File: src/rtl/sample_feeder_pkg.sv
// Shared constants and types for the sample feeder.
// Holds the default sample width and divider, the lengths of the feed-start
// and feed-end pulses, and the controller state encoding.
package sample_feeder_pkg;

  localparam int INPUT_WIDTH_DEF = 16;
  localparam int CLK_DIV_DEF     = 8;
  localparam int RESET_CYCLES    = 4;
  localparam int COMPLETE_CYCLES = 4;

  typedef enum logic [1:0] {
    ST_IDLE     = 2'd0,
    ST_RESET    = 2'd1,
    ST_FEED     = 2'd2,
    ST_COMPLETE = 2'd3
  } state_e;

endpackage

File: src/rtl/sample_fifo.sv
// Synchronous single-clock FIFO buffering host samples for the feeder.
// Ports:
//   clk, reset_n      : clock, synchronous active-low reset
//   wr_en, wr_data    : write strobe and word (ignored when full)
//   rd_en, rd_data    : pop strobe and head word (rd_data valid when !empty)
//   full, empty       : occupancy flags
//   level             : number of stored words, 0..DEPTH
module sample_fifo #(
  parameter int WIDTH = 16,
  parameter int DEPTH = 16,
  localparam int AW   = $clog2(DEPTH)
) (
  input  logic             clk,
  input  logic             reset_n,
  input  logic             wr_en,
  input  logic [WIDTH-1:0] wr_data,
  input  logic             rd_en,
  output logic [WIDTH-1:0] rd_data,
  output logic             full,
  output logic             empty,
  output logic [AW:0]      level
);

  localparam logic [AW:0] FULL_LVL = (AW+1)'(DEPTH);

  logic [WIDTH-1:0] mem_q [DEPTH];
  logic [AW-1:0]    wr_ptr_q, wr_ptr_d;
  logic [AW-1:0]    rd_ptr_q, rd_ptr_d;
  logic [AW:0]      count_q, count_d;
  logic             wr_ok, rd_ok;

  assign full    = (count_q == FULL_LVL);
  assign empty   = (count_q == '0);
  assign level   = count_q;
  assign rd_data = mem_q[rd_ptr_q];

  // A word written into an empty FIFO only becomes visible next cycle,
  // because empty is derived from the registered count.
  assign wr_ok = wr_en && !full;
  assign rd_ok = rd_en && !empty;

  always_comb begin
    wr_ptr_d = wr_ptr_q;
    rd_ptr_d = rd_ptr_q;
    count_d  = count_q;
    if (wr_ok) wr_ptr_d = wr_ptr_q + AW'(1);
    if (rd_ok) rd_ptr_d = rd_ptr_q + AW'(1);
    if (wr_ok && !rd_ok) count_d = count_q + (AW+1)'(1);
    else if (rd_ok && !wr_ok) count_d = count_q - (AW+1)'(1);
  end

  always_ff @(posedge clk) begin
    if (!reset_n) begin
      wr_ptr_q <= '0;
      rd_ptr_q <= '0;
      count_q  <= '0;
    end else begin
      wr_ptr_q <= wr_ptr_d;
      rd_ptr_q <= rd_ptr_d;
      count_q  <= count_d;
    end
  end

  // Storage carries no reset; occupancy alone decides what is valid.
  always_ff @(posedge clk) begin
    if (reset_n && wr_ok) mem_q[wr_ptr_q] <= wr_data;
  end

endmodule

File: src/rtl/sample_feeder.sv
// Sample feeder: buffers host samples and replays a fixed-length feed to a
// channel at one sample per CLK_DIV clocks, with a divided sample clock.
// Ports:
//   clk, reset_n        : clock, synchronous active-low reset
//   start, feed_len     : begin a feed of feed_len samples (accepted in IDLE)
//   wr_en, wr_data      : host sample writes into the FIFO
//   wr_full, fill_level : FIFO status
//   clk_sample          : divided sample clock, rises mid-slot
//   sample_valid, data  : current sample and whether it is real
//   feed_reset          : pulse at start of a feed
//   feed_complete       : pulse at end of a feed
//   busy                : controller not idle
//   underrun            : sticky, a sample slot found the FIFO empty
module sample_feeder
  import sample_feeder_pkg::*;
#(
  parameter int INPUT_WIDTH = INPUT_WIDTH_DEF,
  parameter int DEPTH       = 16,
  parameter int CLK_DIV     = CLK_DIV_DEF,
  parameter int LEN_WIDTH   = 20,
  localparam int LW         = $clog2(DEPTH) + 1
) (
  input  logic                   clk,
  input  logic                   reset_n,
  input  logic                   start,
  input  logic [LEN_WIDTH-1:0]   feed_len,
  input  logic                   wr_en,
  input  logic [INPUT_WIDTH-1:0] wr_data,
  output logic                   wr_full,
  output logic [LW-1:0]          fill_level,
  output logic                   clk_sample,
  output logic                   sample_valid,
  output logic [INPUT_WIDTH-1:0] data,
  output logic                   feed_reset,
  output logic                   feed_complete,
  output logic                   busy,
  output logic                   underrun
);

  localparam int DIV_W = $clog2(CLK_DIV);
  localparam int PH_W  = 3;
  localparam logic [DIV_W-1:0] DIV_LAST = DIV_W'(CLK_DIV - 1);
  localparam logic [DIV_W-1:0] DIV_HALF = DIV_W'(CLK_DIV / 2);
  localparam logic [PH_W-1:0]  RST_LAST = PH_W'(RESET_CYCLES - 1);
  localparam logic [PH_W-1:0]  CMP_LAST = PH_W'(COMPLETE_CYCLES - 1);

  state_e                 state_q, state_d;
  logic [PH_W-1:0]        phase_q, phase_d;
  logic [DIV_W-1:0]       div_q, div_d;
  logic [LEN_WIDTH-1:0]   len_q, len_d;
  logic [LEN_WIDTH-1:0]   cnt_q, cnt_d;
  logic                   clk_sample_q, clk_sample_d;
  logic                   sample_valid_q, sample_valid_d;
  logic [INPUT_WIDTH-1:0] data_q, data_d;
  logic                   feed_reset_q, feed_reset_d;
  logic                   feed_complete_q, feed_complete_d;
  logic                   busy_q, busy_d;
  logic                   underrun_q, underrun_d;

  logic                   slot;
  logic                   pop;
  logic                   fifo_empty;
  logic [INPUT_WIDTH-1:0] fifo_rd_data;

  sample_fifo #(
    .WIDTH(INPUT_WIDTH),
    .DEPTH(DEPTH)
  ) u_fifo (
    .clk    (clk),
    .reset_n(reset_n),
    .wr_en  (wr_en),
    .wr_data(wr_data),
    .rd_en  (pop),
    .rd_data(fifo_rd_data),
    .full   (wr_full),
    .empty  (fifo_empty),
    .level  (fill_level)
  );

  // Outputs are computed from the next divider value so that each output
  // register lines up with div_q: data changes as div_q enters 0 and
  // clk_sample is high while div_q is in the upper half of the period.
  always_comb begin
    state_d         = state_q;
    phase_d         = phase_q;
    div_d           = div_q;
    len_d           = len_q;
    cnt_d           = cnt_q;
    clk_sample_d    = 1'b0;
    sample_valid_d  = sample_valid_q;
    data_d          = data_q;
    feed_reset_d    = 1'b0;
    feed_complete_d = 1'b0;
    underrun_d      = underrun_q;
    slot            = 1'b0;
    pop             = 1'b0;

    case (state_q)
      ST_IDLE: begin
        if (start) begin
          state_d        = ST_RESET;
          phase_d        = '0;
          len_d          = feed_len;
          cnt_d          = '0;
          underrun_d     = 1'b0;
          sample_valid_d = 1'b0;
          feed_reset_d   = 1'b1;
        end
      end
      ST_RESET: begin
        feed_reset_d = 1'b1;
        phase_d      = phase_q + PH_W'(1);
        if (phase_q == RST_LAST) begin
          feed_reset_d = 1'b0;
          phase_d      = '0;
          div_d        = '0;
          if (len_q == '0) begin
            state_d         = ST_COMPLETE;
            feed_complete_d = 1'b1;
          end else begin
            state_d = ST_FEED;
            slot    = 1'b1;
          end
        end
      end
      ST_FEED: begin
        if (div_q == DIV_LAST) begin
          div_d = '0;
          if (cnt_q == len_q) begin
            state_d         = ST_COMPLETE;
            phase_d         = '0;
            sample_valid_d  = 1'b0;
            feed_complete_d = 1'b1;
          end else begin
            slot = 1'b1;
          end
        end else begin
          div_d        = div_q + DIV_W'(1);
          clk_sample_d = (div_d >= DIV_HALF);
        end
      end
      ST_COMPLETE: begin
        feed_complete_d = 1'b1;
        phase_d         = phase_q + PH_W'(1);
        if (phase_q == CMP_LAST) begin
          feed_complete_d = 1'b0;
          phase_d         = '0;
          state_d         = ST_IDLE;
        end
      end
      default: state_d = ST_IDLE;
    endcase

    // Start of a sample slot: take the FIFO head, or flag an underrun and
    // hold the previous data.
    if (slot) begin
      if (!fifo_empty) begin
        pop            = 1'b1;
        data_d         = fifo_rd_data;
        sample_valid_d = 1'b1;
        cnt_d          = cnt_q + LEN_WIDTH'(1);
      end else begin
        sample_valid_d = 1'b0;
        underrun_d     = 1'b1;
      end
    end

    busy_d = (state_d != ST_IDLE);
  end

  always_ff @(posedge clk) begin
    if (!reset_n) begin
      state_q         <= ST_IDLE;
      phase_q         <= '0;
      div_q           <= '0;
      len_q           <= '0;
      cnt_q           <= '0;
      clk_sample_q    <= 1'b0;
      sample_valid_q  <= 1'b0;
      data_q          <= '0;
      feed_reset_q    <= 1'b0;
      feed_complete_q <= 1'b0;
      busy_q          <= 1'b0;
      underrun_q      <= 1'b0;
    end else begin
      state_q         <= state_d;
      phase_q         <= phase_d;
      div_q           <= div_d;
      len_q           <= len_d;
      cnt_q           <= cnt_d;
      clk_sample_q    <= clk_sample_d;
      sample_valid_q  <= sample_valid_d;
      data_q          <= data_d;
      feed_reset_q    <= feed_reset_d;
      feed_complete_q <= feed_complete_d;
      busy_q          <= busy_d;
      underrun_q      <= underrun_d;
    end
  end

  assign clk_sample    = clk_sample_q;
  assign sample_valid  = sample_valid_q;
  assign data          = data_q;
  assign feed_reset    = feed_reset_q;
  assign feed_complete = feed_complete_q;
  assign busy          = busy_q;
  assign underrun      = underrun_q;

endmodule

File: config.mk
export PLATFORM = sky130hd
export DESIGN_NAME = sample_feeder
export DESIGN_NICKNAME = d
export VERILOG_FILES = /design/src/rtl/sample_feeder_pkg.sv /design/src/rtl/sample_fifo.sv /design/src/rtl/sample_feeder.sv
export SDC_FILE = /design/constraint.sdc
export NUM_CORES = 1
export LEC_CHECK = 0
export ABC_CLOCK_PERIOD_IN_PS = 3190
export CORE_MARGIN = 4
export CORE_UTILIZATION = 35
export CTS_BUF_LIST = sky130_fd_sc_hd__clkbuf_2
export DETAILED_ROUTE_END_ITERATION = 8
export PLACE_DENSITY = 0.56
export SYNTH_ARGS = -nofsm -noshare
export SYNTH_HDL_FRONTEND = slang
export SYNTH_SLANG_ARGS = --single-unit
File: constraint.sdc
create_clock -name clk -period 3.19 [get_ports clk]
set_input_delay 0.638 -clock clk [delete_from_list [all_inputs] [get_ports clk]]
set_output_delay 0.638 -clock clk [all_outputs]
set_load 0.05 [all_outputs]
Yosys cells after proc, flatten, opt, wreduce, memory -nomap -nowiden
Memory sizes are Yosys's and may differ from the RTL's. A register that Yosys moved wholly into a read port is not among the register bits.
Cells that the tools add are included.
W data, S select, Z words.
- register bits after elaboration: 67
- bits in writable memories: 256
- input bits: 40
- output and inout port bits: 28
- word-level logic and storage cells: 111
- memories: 1
- $add $sub $neg: 7
- magnitude comparators: 1
- equal/unequal tests: 14
- multiplexer cells: 47
- bitwise operators: 3
- reduce and logical (&&, ||, !) cells: 24
- memories (name ; words ; bits a word ; rd ports ; clocked after Yosys merged registers in ; wr ports ; RTL line ; RTL):
    u_fifo.mem_q ; 16 ; 16 ; 1 ; 1 ; 1 ; sample_fifo.sv:26 ; logic [WIDTH-1:0] mem_q [DEPTH];
- operators by type and width (kind ; count):
    $mux W20 ; 4
    $mux W1 ; 23
    $add A20 B1 Y20 const B ; 1
    $eq A20 B20 Y1 ; 1
    $logic_not A20 Y1 ; 1
    $mux W3 ; 6
    $mux W2 ; 5
    $mux W5 ; 2
    $ne A3 B3 Y1 const B ; 3
    $pmux W3 S3 ; 1
    $add A4 B1 Y4 const B ; 2
    $ne A2 B2 Y1 const B ; 4
    $pmux W2 S4 ; 1
    $add A3 B1 Y3 const B ; 2
    $pmux W1 S2 ; 3
    $pmux W3 S2 ; 1
    $reduce_and A2 Y1 ; 3
    $reduce_bool A2 Y1 ; 3
    $add A5 B1 Y5 const B ; 1
    $eq A5 B5 Y1 const B ; 1
    $logic_and A1 B1 Y1 ; 5
    $logic_not A1 Y1 ; 5
    $logic_not A5 Y1 ; 1
    $sub A5 B1 Y5 const B ; 1
    13 further kinds ; 16

Logic depth before layout (Yosys ltp)
Gate-level depths: netlist of run 1.
- depth after elaboration: 9
- gate-level depth with buffers: 17
- depth with buffers taken out: 15

Hierarchy
Synthesis of run 1 repeated with hierarchy kept, for this count alone.
- cell total of the unflattened synthesis: 924
- area, all modules: 14052.2 um^2
- modules (own cells, without submodules) (module ; instances ; cells each ; area each (um^2) ; sequential area each (um^2)):
    sample_fifo ; 1 ; 504 ; 10517.6 ; 8027.7
    sample_feeder ; 1 ; 420 ; 3534.6 ; 1401.3

Worst setup path after synthesis of run 1
OpenSTA, ideal clock, no wires.
- path kind: flip-flop to flip-flop
- start: register u_fifo.count_q[0] (netlist: u_fifo.level[0])
- end: memory u_fifo.mem_q[1][0] (enable)
- setup time: 0.409 ns
- data arrival time: 2.994 ns
- data required time: 2.781 ns
- setup slack: -0.213 ns
- cell stages (with the launch flop): 7
- buffers on the path: 1
- clock period less this slack: 3.403 ns
- cell sequence: dfxtp_1 > nor4_1 > and2_1 > nor2b_1 > clkbuf_1 > nand3_1 > nor3_1
- word-level cells in the longest chain between the ends: 6
- RTL lines (item ; RTL line ; RTL):
    start: declaration ; sample_fifo.sv:29 ; logic [AW:0] count_q, count_d;
    start signal: assignment ; sample_fifo.sv:60 ; count_q <= count_d;
    $eq A5 B5 Y1 ; sample_fifo.sv:32 ; assign full = (count_q == FULL_LVL);
    net wr_full ; sample_feeder.sv:29 ; output logic wr_full,
    $logic_not A1 Y1 ; sample_fifo.sv:39 ; assign wr_ok = wr_en && !full;
    $logic_and A1 B1 Y1 ; sample_fifo.sv:39 ;
    net u_fifo.wr_ok ; sample_fifo.sv:30 ; logic wr_ok, rd_ok;
    $logic_and A1 B1 Y1 ; sample_fifo.sv:66 ; if (reset_n && wr_ok) mem_q[wr_ptr_q] <= wr_data;
    $mux W1 ; sample_fifo.sv:66 ;
    $mux W1 (implied by the code) ; sample_fifo.sv:66 ;
    end: declaration ; sample_fifo.sv:26 ;
The timed path passes the listed nets, and every way through them passes these cells.

Final worst setup path of run 1
- start: register len_q[19]
- end: register u_fifo.count_q[4] (netlist: u_fifo.level[4])
- word-level cells in the longest chain between the ends: 9
- elaborated cells on any way between the ends: 14
- classes of those cells: 1 x eq/ne; 7 x mux; 6 x reduce/logical
- RTL lines (item ; RTL line ; RTL):
    start: declaration ; sample_feeder.sv:50 ; logic [LEN_WIDTH-1:0] len_q, len_d;
    start signal: assignment ; sample_feeder.sv:189 ; len_q <= len_d;
    $eq A20 B20 Y1 or $logic_not A20 Y1 (tied branches) ; sample_feeder.sv:129, sample_feeder.sv:117 ;
    $mux W1, on equally long branches ; sample_feeder.sv:129, sample_feeder.sv:117 ;
    $mux W1, on equally long branches ; sample_feeder.sv:127, sample_feeder.sv:113 ;
    $pmux W1 S2 * ; sample_feeder.sv:98 ; case (state_q)
    $mux W1 * ; sample_feeder.sv:156 ; if (slot) begin
    $logic_and A1 B1 Y1 * ; sample_fifo.sv:40 ; assign rd_ok = rd_en && !empty;
    $logic_not A1 Y1 ; sample_fifo.sv:48 ; if (wr_ok && !rd_ok) count_d = count_q + (AW+1)'(1);
    $logic_and A1 B1 Y1 ; sample_fifo.sv:48 ;
    $mux W5 or $reduce_bool A2 Y1 (tied branches) ; -- ;
Every way passes the cells marked *; elsewhere a longest branch is shown, timed or not.
A chain may end at the register's enable or synchronous reset.

==> results of run 1 <==
worst max-delay path, delay by kind of cell, from the launching register on:
| kind | cells | cell delay, ns |
|---|---|---|
| fa+ha+maj | 2 | 0.47 |
| buf+inv | 1 | 0.05 |
| simple gates | 5 | 1.18 |
| compound gates | 4 | 0.75 |
| xor+xnor | 1 | 0.12 |
| flops | 1 | 0.34 |
flip-flops by register name, indices dropped and copies added, names as in the netlist:
name             cells
cnt_q               20
feed_reset           1
u_fifo.rd_ptr_q      4
state_q              2
busy                 1
u_fifo.level         5
sample_valid         1
u_fifo.mem_q       256
clk_sample           1
data                16
u_fifo.wr_ptr_q      4
div_q                3
underrun             1
feed_complete        1
phase_q              3
len_q               20
worst paths after layout:
path                start         endpoint  slack, ns  depth (start not counted)
min          feed_len[17]        len_q[17]       0.31                          3
min reg2reg    phase_q[2]       phase_q[2]       0.44                          2
max             len_q[19]  u_fifo.level[4]       0.17                         13
max reg2reg     len_q[19]  u_fifo.level[4]       0.17                         13
cell families after synthesis:
group	count (synthesis)	synth area share (%)
buffers and inverters	68	2.44
and+or+nand+nor	232	7.87
xor gates and xnor gates	29	1.82
adders and majority gates	19	1.76
DFF	339	67.0
AOI/OAI and AO/OA	132	5.83
muxes	83	13.3
repair_timing:
action / CTS / global route
pin swaps: 0 / 6
setup endpoints to repair: 1 / 2
setup buffers: 0 / 2
gates resized for setup: 2 / 11
Yosys cell counts (3+ instances only):
library cell,instances
edfxtp_1,256
dfxtp_1,83
nand2_1,77
mux4_2,72
a21oi_1,56
nor2_1,44
nand3_1,43
clkbuf_1,27
o21ai_1,26
xnor2_1,25
ha_1,18
buf_2,15
nor3_1,15
o211ai_1,14
nand4_1,10
buf_1,9
inv_1,9
mux4_1,8
nor4_1,8
nor2b_1,7
a31oi_1,5
and3_1,5
nand2b_1,5
o21ai_0,5
buf_6,4
o221ai_1,4
or3_1,4
xor2_1,4
and4_1,3
mux2i_1,3
o2111ai_1,3
or4_1,3
through the flow:
stage / area, um^2 / setup WS, ns
CTS: 16400 / 0.000606
detailed placement: 15600 / 0.103
global route: 16400 / -0.0401
finish: 16400 / 0.174
floorplan: 14000 / 0.00783
global placement: 15600 / 0.0878
area by class of cell:
cell class              count  area [um^2]  share of cell area [%]
clock inverters            19          144                   0.876
inverters                  10         37.5                   0.229
flip-flops and latches    339         9360                    57.0
repair buffers            129         1180                    7.19
well taps                 518          648                    3.95
diodes                      2         5.00                  0.0305
clock buffers             133          666                    4.05
multi-input cells         495         4380                    26.7
routing by layer:
layer / GRT usage (%) / share of wire [%] / wire length, um / vias to the layer above
met4: 5.01 / 2.2 / 712 / 2
met5: 0 / 0.039 / 13 / -
met2: 23.8 / 48 / 15700 / 275
met1: 20.9 / 45 / 14800 / 4253
met3: 3.64 / 5.6 / 1860 / 59
li1: - / - / - / 3913
power breakdown:
part	internal (W)	switching [W]	total [W]
Clock	0.00127	0.00173	0.00300
Sequential	0.00489	0.000113	0.00500
Combinational	0.000518	0.000982	0.00150
Total	0.00668	0.00282	0.00950
==> flow_summary.yaml, run 1 <==
drt:
  wl_per_cell_um: 20.1
  drcViolationCount: 0
  wl_um: 33100
  ant_nets: 0
  drtIter0Drc: 634
  first_pass_iters: 6
  avgViaCountPerCell: 5.17
  num_vias: 8502
clocking:
  cts_buffers: 88
  clock_sinks: 339
  holdBufCountCts: 0
  insertion_delay_ns: 0.92
  cts_tree: "built"
  ctsRootBufferMaster: "clkbuf_2"
  clockBufferDepth: 3
  cts.htree.levels: 3
  clk_pin_slew_worst_paths_ns: 0.10
status:
  status: "complete, no violations"
setup_path:
  cp_slowest_stage_delay_ns: 0.55
  worst_ep_arrival_time_ns: 3.78
  cp_cell_sequence: "or4_4 -> o31ai_4 -> o211ai_1 -> nand2_1 -> ha_2 -> inv_2 -> ha_1 -> nor2b_1 -> o21a_1 -> or3_1 -> a21oi_2 -> xnor2_1 -> nor2_1"
  cp-start-kind: "flip-flop"
  crit_slowest_cell: "or4_4"
  crit_type: "reg -> reg"
  crit_path_max_fanout: 4
  endpoint_kind: "flip-flop"
  crit_required_ns: 3.96
grt:
  grt_pass1_wl_um: 50900
  grt_pass1_vias: 8618
  grt_use_total_pct: 15.1
  grt_antenna_before_repair: 2
  grt_start_max_net_pins: 39
  overflow: 0
yosys:
  synth_edf_count: 256
  netlist_instances: 902
  synth_area_mm2: 0.0140
  async_flop_share_pct: 0
  yosysWarningCount: 0
  syn_avg_cell_area_um2: 15.5
  ys_ff_latch: 339
  synth_top_area_share_pct: 55.1
  synth_area_leader_cell: "edfxtp_1"
  synth_sequential_area_ratio_pct: 67.0
  ys_types: 57
  synth_top_flop_cell: "edfxtp_1"
  yosys-top-cells-area: "edfxtp_1 (55%), dfxtp_1 (12%), mux4_2 (12%), nand2_1 (2.1%), a21oi_1 (2.0%)"
  syn-num-nets: 961
pwr:
  vdd_ir_drop_max_uv: 328
  total_leakage_power_nw: 5.38
  power_density_mw_per_mm2: 578
  power.total_w: 0.00950
floorplanning:
  coreArea_mm2: 0.0390
  initial_utilization_pct: 35.8
  die_h_um: 208
  die-area_mm2: 0.0432
  pin_count: 68
  rows: 72
  die_x_um: 208
layout:
  final_core_util_pct: 42.1
  final_cell_mix: "edfxtp_1 (256), clkbuf_2 (134), nand2_1 (77)"
  layout_commonest_cell: "edfxtp_1"
  areaGrowthSynthToFinish_pct: 17.6
  drive_gt1_share_pct: 28.1
  num-nets-final: 1122
  fillCellCount: 3583
  instances_no_fill: 1645
place:
  gp_congestion: 0.809
  io_buffers: 67
  dp.cells: 1489
  hpwl_um: 20700
timing:
  hold_slack_ns: 0.305
  setup_violations: 0
  period_share_pct: 94.5
  finClkSkew_ns: 0.0652
  tns_ns: 0
  fin_crit_ns: 3.02
  slew_headroom_pct: 43.6
  rsz0062_at_grt: "yes"
  slew_violations: 0
  max_freq_ghz: 0.332
  worst_pin_slew_ns: 0.840
  hold_violations: 0
flow_run:
  maxCapViolations: 0
min_path:
  holdCritPathClass: "in -> reg"
Power figures use the tool's default switching activity.
==> run 2: changes to the inputs <==
--- a/config.mk
+++ b/config.mk
@@ -5,6 +5,7 @@
 export SDC_FILE = /design/constraint.sdc
 export NUM_CORES = 1
 export LEC_CHECK = 0
+export ABC_AREA = 0
 export ABC_CLOCK_PERIOD_IN_PS = 3190
 export CORE_MARGIN = 4
 export CORE_UTILIZATION = 35
==> results of run 2 <==
The final DEF is identical to that of run 1; final timing and power are the same.
==> run 3: changes to the inputs <==
--- a/config.mk
+++ b/config.mk
@@ -14,4 +14,5 @@
 export PLACE_DENSITY = 0.56
 export SYNTH_ARGS = -nofsm -noshare
 export SYNTH_HDL_FRONTEND = slang
+export SYNTH_HIERARCHICAL = 1
 export SYNTH_SLANG_ARGS = --single-unit
==> flow_summary.yaml, run 3 <==
setup_path:
  cp-start-kind: "flip-flop"
  worst_ep_arrival_time_ns: 3.80
  r2r-start: "u_fifo/level[1]"
  crit_type: "reg -> reg"
  startpoint: "u_fifo/level[1]"
  crit_path_max_fanout: 6
  rrSetupSlack_ns: 0.21
  crit_required_ns: 4.01
  endpoint_kind: "flip-flop"
grt:
  grt_antenna_before_repair: 2
  grt_start_max_net_pins: 61
  grt_pass1_wl_um: 51300
  grt_use_total_pct: 15.1
  grt_pass1_vias: 8931
  overflow: 0
timing:
  rsz0062_at_grt: "no"
  hold_violations: 0
  setup_violations: 0
  tns_ns: 0
  finClkSkew_ns: 0.100
  slew_violations: 0
  max_freq_ghz: 0.335
  slew_headroom_pct: 39.0
  period_share_pct: 93.5
  worst_pin_slew_ns: 0.915
  fin_crit_ns: 2.98
floorplanning:
  die_x_um: 208
  pin_count: 68
  coreArea_mm2: 0.0397
  die_h_um: 208
  initial_utilization_pct: 35.4
  die-area_mm2: 0.0434
  rows: 73
yosys:
  synth_sequential_area_ratio_pct: 67.1
  synth_top_family_by_area: "multiplexers"
  synthTopCellsByCount: "edfxtp_1 (256), nand2_1 (90), dfxtp_1 (87)"
  netlist_instances: 924
  post-synth-top-count-cell: "edfxtp_1"
  async_flop_share_pct: 0
  yosysWarningCount: 6
  syn-num-nets: 982
  syn_avg_cell_area_um2: 15.2
  synth_compound_area_share_pct: 7.07
  yosys-top-cells-area: "edfxtp_1 (55%), dfxtp_1 (12%), mux4_2 (10%), nand2_1 (2.4%), mux2i_1 (1.7%)"
  synth_area_leader_cell: "edfxtp_1"
  synth_xor_area_share_pct: 1.56
  ys_types: 65
  ys_ff_latch: 343
  synth_edf_count: 256
  synth_top_area_share_pct: 54.7
  synth_mux_area_share_pct: 12.0
  yosys.area_share.simple_pct: 8.55
  synthAdderAreaFrac_pct: 1.66
  synth_top_flop_cell: "edfxtp_1"
  synth_area_mm2: 0.0141
drt:
  drcViolationCount: 0
  first_pass_iters: 5
  ant_nets: 0
  drtIter0Drc: 606
  num_vias: 8564
  wl_um: 32800
  wl_per_cell_um: 19.6
  avgViaCountPerCell: 5.12
pwr:
  intPower_w: 0.00657
  power.share.clock_pct: 31.9
  p_sw_share_pct: 28.7
  total_leakage_power_nw: 5.41
  combPwrFrac_pct: 13.3
  p_sw_w: 0.00265
  vdd_ir_drop_max_uv: 163
  power_density_mw_per_mm2: 560
  power.total_w: 0.00921
  p_seq_share_pct: 54.8
clocking:
  insertion_delay_ns: 0.98
  cts_buffers: 87
  ctsRootBufferMaster: "clkbuf_2"
  cts_tree: "built"
  clk_pin_slew_worst_paths_ns: 0.09
  holdBufCountCts: 0
  cts.htree.levels: 3
  clock_sinks: 343
  clockBufferDepth: 3
place:
  dp.cells: 1514
  gp_congestion: 0.806
  hpwl_um: 20100
  place_area_mm2: 0.0156
  io_buffers: 67
min_path:
  holdCritPathClass: "in -> reg"
  hp-start: "feed_len[5]"
layout:
  fillCellCount: 3730
  largest-register: "u_fifo/mem_q"
  drive_gt1_share_pct: 25.5
  layout_commonest_cell: "edfxtp_1"
  multi_input_area_mm2: 0.00439
  fin_area_mm2: 0.0164
  largest_reg_flops: 256
  final_cell_mix: "edfxtp_1 (256), clkbuf_2 (129), nand2_1 (90)"
  num-nets-final: 1137
  top_regs: "u_fifo/mem_q: 256 flops, cnt_q: 20 flops, len_q: 20 flops"
  ff_latch_area_mm2: 0.00944
  areaGrowthSynthToFinish_pct: 17.0
  instances_no_fill: 1672
status:
  status: "complete, no violations"
flow_run:
  maxCapViolations: 0
[run 3: cell types whose count changed in the layout (fill, tap and decap cells not counted), sizes merged, moves of 14 or more]
cell   previous run  this run
mux4             80        64
a22oi             1        32
a21oi            56        30
nand3            43        16
mux2i             3        24
a31oi             5        19
[run 3: final timing paths]
check,to,cells past startpoint
hold / removal,len_q[5],3
setup / recovery,u_fifo/level[4],13
setup reg to reg,u_fifo/level[4],13
hold reg to reg,phase_q[2],2
[run 3: power by group through the flow]
| stage | registers [W] | logic (W) | clock network [W] |
|---|---|---|---|
| 2_1_floorplan | 0.00523 | 0.000698 | 0 |
| 3_3_place_gp | 0.00514 | 0.00121 | 0 |
| 3_5_place_dp | 0.00515 | 0.00121 | 0 |
| 4_1_cts | 0.00505 | 0.00121 | 0.00308 |
| 5_1_grt | 0.00507 | 0.00135 | 0.00332 |
| 6_report | 0.00505 | 0.00122 | 0.00294 |
[run 3: worst max-delay path: stages (launching register included)]
cell,delay (ns)
dfxtp_4,0.38
or4_4,0.58
nor2_4,0.18
nor2_1,0.06
o21ai_1,0.13
o311ai_4,0.18
o21ai_4,0.14
ha_4,0.19
inv_4,0.05
fa_1,0.45
nand3_1,0.11
a211oi_1,0.07
a31oi_1,0.19
mux2i_1,0.20
[run 3: area by class of cell]
| class | count | share of cell area (%) |
|---|---|---|
| antenna | 4 | 0.0609 |
| sequential | 343 | 57.4 |
| clock buffer | 129 | 3.93 |
| tap | 525 | 4.00 |
| inverter | 12 | 0.289 |
| timing repair buffer | 119 | 6.75 |
| clock inverter | 24 | 0.829 |
| multi-input combinational | 516 | 26.7 |
[run 3: metal layers]
layer	global-route usage [%]	wire (um)	vias up
met1	20.9	15000	4280
met2	23.3	15100	245
met5	0	10	-
li1	-	-	3969
met3	4.22	2160	68
met4	4.98	615	2
[run 3: repair_timing]
item                       CTS  global route
pin swaps                    0             1
setup buffers                0             1
gates resized for setup      1             3
setup endpoints to repair    1             2
[run 3: logic make-up after synthesis]
| group | Yosys count |
|---|---|
| xor+xnor | 25 |
| simple gates | 242 |
| buf+inv | 65 |
| mux | 88 |
| flops | 343 |
| compound gates | 143 |
| fa+ha+maj | 18 |
[run 3: stage by stage]
step	util, %	setup slack, ns	hold WS, ns
2_1_floorplan	-	0.0735	0.428
3_3_place_gp	39.3	0.153	0.441
3_5_place_dp	39.3	0.126	0.447
4_1_cts	41.3	0.0853	0.135
5_1_grt	41.4	0.0483	0.158
6_report	41.4	0.207	0.234
